<file path="config.mk">
export PLATFORM = sky130hd
export DESIGN_NAME = paillier_ctrl_regs
export DESIGN_NICKNAME = d
export VERILOG_FILES = /design/src/rtl/paillier_ctrl_regs.sv
export SDC_FILE = /design/constraint.sdc
export NUM_CORES = 1
export LEC_CHECK = 0
export ABC_AREA = 1
export BUFFER_PORTS_ARGS = -buffer_cell sky130_fd_sc_hd__clkbuf_2
export CAP_MARGIN = 20
export CORE_UTILIZATION = 50
export DETAILED_ROUTE_END_ITERATION = 10
export GPL_TIMING_DRIVEN = 1
export PLACE_DENSITY = 0.9
export SYNTH_ARGS = -nofsm -noshare
export SYNTH_HDL_FRONTEND = slang
export SYNTH_SLANG_ARGS = --single-unit
</file>
<file path="constraint.sdc">
create_clock -name M_AXI_ACLK -period 11.6 [get_ports M_AXI_ACLK]
set_input_delay 2.32 -clock M_AXI_ACLK [delete_from_list [all_inputs] [get_ports M_AXI_ACLK]]
set_output_delay 2.32 -clock M_AXI_ACLK [all_outputs]
set_load 0.005 [all_outputs]
</file>
<file path="src/rtl/paillier_ctrl_regs.sv">
// AXI4-Lite control/status register block for the Paillier accelerator core.
// Optional build macro PAILLIER_CTRL_IRQ_EN adds the IRQ_EN register (0x1C) and the irq output.
module paillier_ctrl_regs #(
    parameter int ADDR_WIDTH = 6,
    parameter int DATA_WIDTH = 32
) (
    input  logic                    M_AXI_ACLK,
    input  logic                    M_AXI_ARESETN,
    input  logic [ADDR_WIDTH-1:0]   S_AXI_AWADDR,
    input  logic                    S_AXI_AWVALID,
    output logic                    S_AXI_AWREADY,
    input  logic [DATA_WIDTH-1:0]   S_AXI_WDATA,
    input  logic [DATA_WIDTH/8-1:0] S_AXI_WSTRB,
    input  logic                    S_AXI_WVALID,
    output logic                    S_AXI_WREADY,
    output logic [1:0]              S_AXI_BRESP,
    output logic                    S_AXI_BVALID,
    input  logic                    S_AXI_BREADY,
    input  logic [ADDR_WIDTH-1:0]   S_AXI_ARADDR,
    input  logic                    S_AXI_ARVALID,
    output logic                    S_AXI_ARREADY,
    output logic [DATA_WIDTH-1:0]   S_AXI_RDATA,
    output logic [1:0]              S_AXI_RRESP,
    output logic                    S_AXI_RVALID,
    input  logic                    S_AXI_RREADY,
    output logic [1:0]              core_mode,
    output logic [15:0]             core_block_count,
    output logic [63:0]             core_rd_base,
    output logic [63:0]             core_wr_base,
    output logic                    core_start,
`ifdef PAILLIER_CTRL_IRQ_EN
    output logic                    irq,
`endif
    input  logic                    core_busy,
    input  logic                    core_done
);
    localparam int IW = ADDR_WIDTH - 2;
    localparam logic [IW-1:0] A_CTRL   = IW'(0);
    localparam logic [IW-1:0] A_STATUS = IW'(1);
    localparam logic [IW-1:0] A_COUNT  = IW'(2);
    localparam logic [IW-1:0] A_RDLO   = IW'(3);
    localparam logic [IW-1:0] A_RDHI   = IW'(4);
    localparam logic [IW-1:0] A_WRLO   = IW'(5);
    localparam logic [IW-1:0] A_WRHI   = IW'(6);
`ifdef PAILLIER_CTRL_IRQ_EN
    localparam logic [IW-1:0] A_IRQEN  = IW'(7);
    logic irq_en, irq_en_nxt;
`endif

    typedef enum logic {WR_IDLE, WR_RESP} wr_state_t;
    typedef enum logic {RD_IDLE, RD_DATA} rd_state_t;
    wr_state_t wr_state, wr_next;
    rd_state_t rd_state, rd_next;

    logic          armed, wr_go, rd_go, wr_ok, rd_ok, start_req, done, done_nxt, start_err;
    logic [IW-1:0] aw_idx, ar_idx;
    logic [DATA_WIDTH-1:0] rd_mux;
    logic          unused_addr_lsbs;

    assign aw_idx           = S_AXI_AWADDR[ADDR_WIDTH-1:2];
    assign ar_idx           = S_AXI_ARADDR[ADDR_WIDTH-1:2];
    assign unused_addr_lsbs = ^{S_AXI_AWADDR[1:0], S_AXI_ARADDR[1:0]};
    assign start_req        = S_AXI_WSTRB[0] & S_AXI_WDATA[0];

    // Holds off all handshakes until the first clock edge after reset release.
    always_ff @(posedge M_AXI_ACLK or posedge M_AXI_ARESETN) begin
        if (M_AXI_ARESETN) armed <= 1'b0;
        else               armed <= 1'b1;
    end

    always_ff @(posedge M_AXI_ACLK or posedge M_AXI_ARESETN) begin
        if (M_AXI_ARESETN) begin
            wr_state <= WR_IDLE;
            rd_state <= RD_IDLE;
        end else begin
            wr_state <= wr_next;
            rd_state <= rd_next;
        end
    end

    always_comb begin
        wr_next = wr_state;
        wr_go   = 1'b0;
        case (wr_state)
            WR_IDLE: if (armed && S_AXI_AWVALID && S_AXI_WVALID) begin
                wr_go   = 1'b1;
                wr_next = WR_RESP;
            end
            WR_RESP: if (S_AXI_BREADY) wr_next = WR_IDLE;
        endcase
    end

    always_comb begin
        rd_next = rd_state;
        rd_go   = 1'b0;
        case (rd_state)
            RD_IDLE: if (armed && S_AXI_ARVALID) begin
                rd_go   = 1'b1;
                rd_next = RD_DATA;
            end
            RD_DATA: if (S_AXI_RREADY) rd_next = RD_IDLE;
        endcase
    end

    assign S_AXI_AWREADY = wr_go;
    assign S_AXI_WREADY  = wr_go;
    assign S_AXI_BVALID  = (wr_state == WR_RESP);
    assign S_AXI_ARREADY = rd_go;
    assign S_AXI_RVALID  = (rd_state == RD_DATA);

    // A START while busy is reported through START_ERR, so it still answers OKAY.
    always_comb begin
        wr_ok = 1'b0;
        case (aw_idx)
            A_CTRL:   wr_ok = !core_busy || start_req;
            A_STATUS: wr_ok = 1'b1;
            A_COUNT, A_RDLO, A_RDHI, A_WRLO, A_WRHI: wr_ok = !core_busy;
`ifdef PAILLIER_CTRL_IRQ_EN
            A_IRQEN:  wr_ok = 1'b1;
`endif
            default:  wr_ok = 1'b0;
        endcase
    end

    // core_done beats a simultaneous write-1-to-clear.
    assign done_nxt = core_done | (done & !(wr_go && aw_idx == A_STATUS &&
                                            S_AXI_WSTRB[0] && S_AXI_WDATA[1]));
`ifdef PAILLIER_CTRL_IRQ_EN
    assign irq_en_nxt = (wr_go && aw_idx == A_IRQEN && S_AXI_WSTRB[0]) ? S_AXI_WDATA[0] : irq_en;
`endif

    always_ff @(posedge M_AXI_ACLK or posedge M_AXI_ARESETN) begin
        if (M_AXI_ARESETN) begin
            core_mode        <= '0;
            core_block_count <= '0;
            core_rd_base     <= '0;
            core_wr_base     <= '0;
            core_start       <= 1'b0;
            done             <= 1'b0;
            start_err        <= 1'b0;
            S_AXI_BRESP      <= 2'b00;
`ifdef PAILLIER_CTRL_IRQ_EN
            irq_en           <= 1'b0;
            irq              <= 1'b0;
`endif
        end else begin
            core_start <= 1'b0;
            done       <= done_nxt;
`ifdef PAILLIER_CTRL_IRQ_EN
            irq_en     <= irq_en_nxt;
            irq        <= done_nxt & irq_en_nxt;
`endif
            if (wr_go) begin
                S_AXI_BRESP <= wr_ok ? 2'b00 : 2'b10;
                case (aw_idx)
                    A_CTRL: begin
                        if (!core_busy) begin
                            if (S_AXI_WSTRB[0]) core_mode <= S_AXI_WDATA[2:1];
                            core_start <= start_req;
                        end else if (start_req) begin
                            start_err <= 1'b1;
                        end
                    end
                    A_STATUS: if (S_AXI_WSTRB[0] && S_AXI_WDATA[2]) start_err <= 1'b0;
                    A_COUNT: if (!core_busy)
                        for (int b = 0; b < 2; b++)
                            if (S_AXI_WSTRB[b]) core_block_count[8*b +: 8] <= S_AXI_WDATA[8*b +: 8];
                    A_RDLO, A_RDHI: if (!core_busy)
                        for (int b = 0; b < 4; b++)
                            if (S_AXI_WSTRB[b])
                                core_rd_base[(aw_idx == A_RDHI ? 32 : 0) + 8*b +: 8] <= S_AXI_WDATA[8*b +: 8];
                    A_WRLO, A_WRHI: if (!core_busy)
                        for (int b = 0; b < 4; b++)
                            if (S_AXI_WSTRB[b])
                                core_wr_base[(aw_idx == A_WRHI ? 32 : 0) + 8*b +: 8] <= S_AXI_WDATA[8*b +: 8];
                    default: ;
                endcase
            end
        end
    end

    always_comb begin
        rd_mux = '0;
        rd_ok  = 1'b1;
        case (ar_idx)
            A_CTRL:   rd_mux = {29'd0, core_mode, 1'b0};
            A_STATUS: rd_mux = {29'd0, start_err, done, core_busy};
            A_COUNT:  rd_mux = {16'd0, core_block_count};
            A_RDLO:   rd_mux = core_rd_base[31:0];
            A_RDHI:   rd_mux = core_rd_base[63:32];
            A_WRLO:   rd_mux = core_wr_base[31:0];
            A_WRHI:   rd_mux = core_wr_base[63:32];
`ifdef PAILLIER_CTRL_IRQ_EN
            A_IRQEN:  rd_mux = {31'd0, irq_en};
`endif
            default:  rd_ok  = 1'b0;
        endcase
    end

    always_ff @(posedge M_AXI_ACLK or posedge M_AXI_ARESETN) begin
        if (M_AXI_ARESETN) begin
            S_AXI_RDATA <= '0;
            S_AXI_RRESP <= 2'b00;
        end else if (rd_go) begin
            S_AXI_RDATA <= rd_mux;
            S_AXI_RRESP <= rd_ok ? 2'b00 : 2'b10;
        end
    end
endmodule

</file>
==> impl_metrics.toml, run 1 <==
[cells_and_area]
syn2layout_area_growth_pct = 22.7
mostFrequentLayoutCells = "367 x nand2_1, 238 x clkbuf_2, 186 x dfrtp_1"
nets = 1311
n_antenna_cell = 0
fillers = 1361
fin_cells = 1482
layout-drive-gt1-share = 0.239
final_common_cell = "nand2_1"

[placed_design]
dp.cells = 1451
io_buffers = 238
dp_hpwl_um = 17200
routabilityCongestion = 0.876

[hold_path]
min_path_type = "reg2reg"
min_to = "S_AXI_RDATA[12]"
hp-start = "S_AXI_RDATA[12]"
hold_depth = 2

[cts]
holdBufCountCts = 0
cts_buffers = 17
clockBufferDepth = 2
postCtsSetupRepairBufs = 0
clk_pin_slew_worst_paths_ns = 0.06
clkSinkCount = 186
cts-resized-gates = 0
cts-root-buf = "clkbuf_16"
cts_max_level = 4
clk_latency_ns = 0.42
cts_tree = "built"

[yosys]
ys_ff_latch = 186
ys_warn_count = 0
seq_area_frac_synth = 0.556
syn_inst = 1038
syn_area_um2 = 8370
synth.avg_cell_area_um2 = 8.07
synth.distinct_cells = 21

[routing]
routed_via_density = 5.63
first_pass_iters = 5
dr.first_iter.drc_count = 763
drcViolationCount = 0
wl_per_cell_um = 17.8
ant_nets = 0
via_count = 8337
drt-total-wl_um = 26300

[worst_setup_path]
crit_top_cell = "clkbuf_2"
rr_endpoint = "core_rd_base[10]"
slowest_stage = "buf_4"
crit_type = "in2out"
worst-r2r-setup-slack_ns = 8.92
critPathLaunch = "S_AXI_ARVALID"
worst_r2r_startpoint = "armed"
required_ns = 9.28
critical_path.max_fanout = 35
r2r_cells = 8
cp.buffers_inverters = 3
critPathCaptureType = "primary output"
startpoint_type = "input port"
cp.arrival_ns = 3.21
path_cells = "clkbuf_2 > nand2_1 > nor2_4 > buf_4 > clkbuf_2"
cpPeakStageDelay_ns = 0.44
crit_family = "buffers and inverters"

[run]
cap_violations = 0

[timing]
skew_ns = 0.00875
fin_tns_setup_ns = 0
max-slew-margin-rel = 0.235
max_freq_mhz = 181
min_period_ns = 5.53
period_share = 0.477
hold_violations = 0
setup_viol = 0
slew_violations = 0
rsz0062_at_grt = "false"
worstMarginPinSlew_ns = 1.15

[grt]
grt_pass1_vias = 8029
grt_start_max_net_pins = 111
overflow = 0
antenna_found_initial = 0
track_usage = 0.312
grt_pass1_wl_um = 41900

[floorplanning]
initial_core_util = 0.520
io_pins = 245
core-area_um2 = 16100
rows = 46
die_w_um = 131
dieHeight_um = 131
dieArea_um2 = 17300

[power_and_ir_drop]
power_density_nw_per_um2 = 134
peakVddDrop_mv = 0.0923
p_leak_nw = 5.68

[run_status]
outcome = "complete, no violations"
-- worst max-delay path by stage --
stage / endpoint / cells past startpoint
2_1_floorplan: S_AXI_BRESP[1] / 1
3_3_place_gp: S_AXI_ARREADY / 5
3_5_place_dp: S_AXI_ARREADY / 5
4_1_cts: S_AXI_ARREADY / 5
5_1_grt: S_AXI_ARREADY / 5
6_report: S_AXI_ARREADY / 5
-- where the power goes --
| group | total (W) | switching [W] | internal (W) |
|---|---|---|---|
| sequential | 0.000701 | 0.0000247 | 0.000677 |
| clock | 0.000546 | 0.000246 | 0.000300 |
| combinational | 0.000132 | 0.0000886 | 0.0000437 |
-- layout make-up --
class                      count  area, um2  area share
clock buffer                  20        447      0.0435
multi-input combinational    727       3260       0.317
timing repair buffer         247       1260       0.123
clock inverter                11       98.8     0.00962
inverter                      75        287      0.0279
sequential                   186       4650       0.453
tap                          216        270      0.0263
-- synthesized netlist by cell type --
cell | instances | share of area
conb_1 | 2 | 0.00090
inv_1 | 69 | 0.031
o21ai_0 | 22 | 0.013
nor3_2 | 4 | 0.0048
a21oi_1 | 3 | 0.0018
clkinv_1 | 1 | 0.00045
nand2_2 | 4 | 0.0030
nor2_4 | 2 | 0.0027
a21o_1 | 1 | 0.00090
nor2_1 | 37 | 0.017
nand4_1 | 18 | 0.013
nand2_1 | 367 | 0.16
nand3_2 | 4 | 0.0048
o21a_1 | 1 | 0.00090
clkbuf_1 | 35 | 0.016
nand3_1 | 165 | 0.099
buf_2 | 10 | 0.0060
o21ai_1 | 96 | 0.057
inv_2 | 5 | 0.0022
dfrtp_1 | 186 | 0.56
buf_4 | 6 | 0.0054
-- kinds of logic (layout without fill, tap and decap cells) --
kind of cell,after synthesis,in the layout,synth area share
other,2,3,0.000897
DFF,186,186,0.556
AOI/OAI and AO/OA,123,123,0.0741
and+or+nand+nor,601,601,0.308
buffers and inverters,126,353,0.0607
-- flip-flops by register name, indices dropped and copies added (netlist names) --
register and count:
core_rd_base 64, core_wr_base 64, S_AXI_RDATA 32, core_block_count 16, core_mode 2, S_AXI_BRESP 1
S_AXI_BVALID 1, S_AXI_RRESP 1, S_AXI_RVALID 1, armed 1, core_start 1, done 1
start_err 1
-- worst register-to-register path: stages, from the launching register on --
cell     delay (ns)
dfrtp_1        0.38
nand3_1        0.13
nor2_4         0.20
nand2_2        0.14
nor2_1         0.79
nand2_1        0.52
inv_2          0.30
nand2_1        0.08
nand2_1        0.07
-- metrics by stage --
stage / power [W] / worst slack (ns) / cell area (um2) / hold slack [ns] / util
2_1_floorplan: 0.000773 / 4.22 / 8380 / 0.453 / -
3_3_place_gp: 0.000838 / 6.10 / 9730 / 0.462 / 0.604
3_5_place_dp: 0.000843 / 6.10 / 9730 / 0.466 / 0.604
4_1_cts: 0.00138 / 6.10 / 10300 / 0.484 / 0.638
5_1_grt: 0.00143 / 6.02 / 10300 / 0.505 / 0.638
6_report: 0.00138 / 6.07 / 10300 / 0.482 / 0.638
-- routing by layer --
metal	track usage	up-vias	routed length, um
met3	0.0648	61	2800
met2	0.513	552	12800
met1	0.403	3915	10200
li1	-	3809	-
met4	0.124	0	552
met5	0	-	0
(Power assumes the default switching activity.)
==> run 2: changes to the inputs <==
- ABC_AREA: 1 -> 0
- CORE_UTILIZATION: 50 -> 46
- PLACE_DENSITY: 0.9 -> 0.88
- clock period: 11.6 -> 4.66 ns (I/O delays scaled with it)
==> impl_metrics.toml, run 2 <==
[run_status]
outcome = "complete, no violations"

[power_and_ir_drop]
power_density_nw_per_um2 = 347
total_power_w = 0.00347
p_leak_nw = 5.32
peakVddDrop_mv = 0.263

[yosys]
synthTopCellsByArea = "dfrtp_1 59%, mux2_2 20%, a22o_1 3.2%"
ys_ff_latch = 186
synth_edf_count = 0
yosysTopAreaCell = "dfrtp_1"
yosysMostFrequentCell = "dfrtp_1"
synthTopCellsByCount = "186 x dfrtp_1, 139 x mux2_2, 31 x nand2_1"
seq_area_frac_synth = 0.586
synth.distinct_cells = 42
synth_top_flop_cell = "dfrtp_1"
syn_area_um2 = 7940
synth.avg_cell_area_um2 = 13.8
yosys.area.top_type_share = 0.586
syn_inst = 577
ys_async_sr_fraction = 1.00
ys_warn_count = 0

[hold_path]
hp-start = "done"
hold_depth = 1
min_path_type = "reg2reg"

[routing]
dr_wl_met2_um = 11100
dr.first_iter.drc_count = 328
route.met3.wl_um = 1690
wl_per_cell_um = 21.6
routed.top_layer = "met4"
routed_via_density = 5.73
ant_nets = 0
via_count = 5989
first_pass_iters = 6
wl_met1_um = 9350
drcViolationCount = 0
drt-total-wl_um = 22600

[cells_and_area]
largestRegisters = "core_rd_base (64), core_wr_base (64), S_AXI_RDATA (32)"
final_common_cell = "clkbuf_2"
syn2layout_area_growth_pct = 25.9
layout-drive-gt1-share = 0.545
mostFrequentLayoutCells = "238 x clkbuf_2, 186 x dfrtp_1, 139 x mux2_2"
final_util = 0.599
nets = 869
fillers = 1338

[timing]
max-slew-margin-rel = 0.306
worst_hold_slack_ns = 0.482
rsz0062_at_grt = "false"
skew_ns = 0.00891
worstMarginPinSlew_ns = 1.04
setup_viol = 0
fin_tns_setup_ns = 0
hold_violations = 0
period_share = 0.641
min_period_ns = 2.99
max_freq_mhz = 335
slew_violations = 0

[cts]
clk_pin_slew_worst_paths_ns = 0.08
cts_tree = "built"
postCtsSetupRepairBufs = 0
clk_latency_ns = 0.43
holdBufCountCts = 0
clkSinkCount = 186
clockBufferDepth = 2
cts-root-buf = "clkbuf_16"
cts-resized-gates = 0
cts_buffers = 17
cts_max_level = 4

[worst_setup_path]
crit_top_cell = "clkbuf_2"
startpoint_type = "input port"
slowest_stage = "nand3b_2"
critPathLaunch = "S_AXI_ARVALID"
cpPeakStageDelay_ns = 0.56
cp.arrival_ns = 2.05
crit_type = "in2out"
r2r_cells = 3
worst_r2r_startpoint = "S_AXI_RVALID"
critPathCaptureType = "primary output"
critical_path.max_fanout = 26
required_ns = 3.73
path_cells = "clkbuf_2 > nand3b_2 > inv_1 > clkbuf_2"

[run]
cap_violations = 0

[placed_design]
dp_hpwl_um = 15300
routabilityCongestion = 0.803
io_buffers = 238

[grt]
antenna_found_initial = 1
grt_pass1_vias = 6115
track_usage = 0.262
overflow = 0
grt_start_max_net_pins = 187
grt_pass1_wl_um = 35000

[floorplanning]
rows = 47
dieHeight_um = 133
dieArea_um2 = 17800
core-area_um2 = 16700
die_w_um = 133
initial_core_util = 0.476
io_pins = 245
run 2: final timing paths:
kind	to	slack, ns
setup reg to reg	S_AXI_RDATA[30]	2.16
setup / recovery	S_AXI_ARREADY	1.67
min in group asynchronous	core_wr_base[20]	0.78
hold / removal	done	0.48
max in group asynchronous	core_rd_base[43]	3.18
hold reg to reg	done	0.48
run 2: area by class of cell:
| class | instances | area [um2] | share of cell area |
|---|---|---|---|
| clock buffer | 17 | 425 | 0.0425 |
| sequential | 186 | 4650 | 0.466 |
| multi-input combinational | 355 | 3180 | 0.318 |
| timing repair buffer | 246 | 1260 | 0.126 |
| antenna | 1 | 2.50 | 0.000250 |
| tap | 220 | 275 | 0.0275 |
| clock inverter | 15 | 173 | 0.0173 |
| inverter | 6 | 26.3 | 0.00263 |
run 2: logic make-up (layout without fill, tap and decap cells):
group,after synthesis,count (layout),synth area share
mux,150,150,0.214
simple gates,95,95,0.0759
other cells,2,4,0.000946
compound gates,107,107,0.102
flops,186,186,0.586
buf+inv,37,284,0.0210
run 2: critical path, delay by kind of cell:
family / cells / cell delay (ns)
AND/OR/NAND/NOR: 1 / 0.56
buffers and inverters: 3 / 0.55
run 2: report_power, final:
| group | switching [W] | internal (W) | total (W) |
|---|---|---|---|
| registers | 0.0000507 | 0.00168 | 0.00173 |
| logic | 0.000154 | 0.000121 | 0.000274 |
| clock network | 0.000700 | 0.000773 | 0.00147 |
| total | 0.000904 | 0.00257 | 0.00347 |
run 2: per-layer routing:
metal | track usage | vias to the layer above
li1 | - | 2618
met1 | 0.342 | 3053
met2 | 0.425 | 284
met3 | 0.0670 | 34
met4 | 0.0941 | 0
met5 | 0 | -
run 2: stage by stage:
step	std cells	area [um2]	setup slack (ns)
3_5_place_dp	1013	9400	1.67
5_1_grt	1046	10000	1.59
2_1_floorplan	578	7950	1.34
6_report	1046	10000	1.67
3_3_place_gp	1013	9400	1.68
4_1_cts	1045	10000	1.67
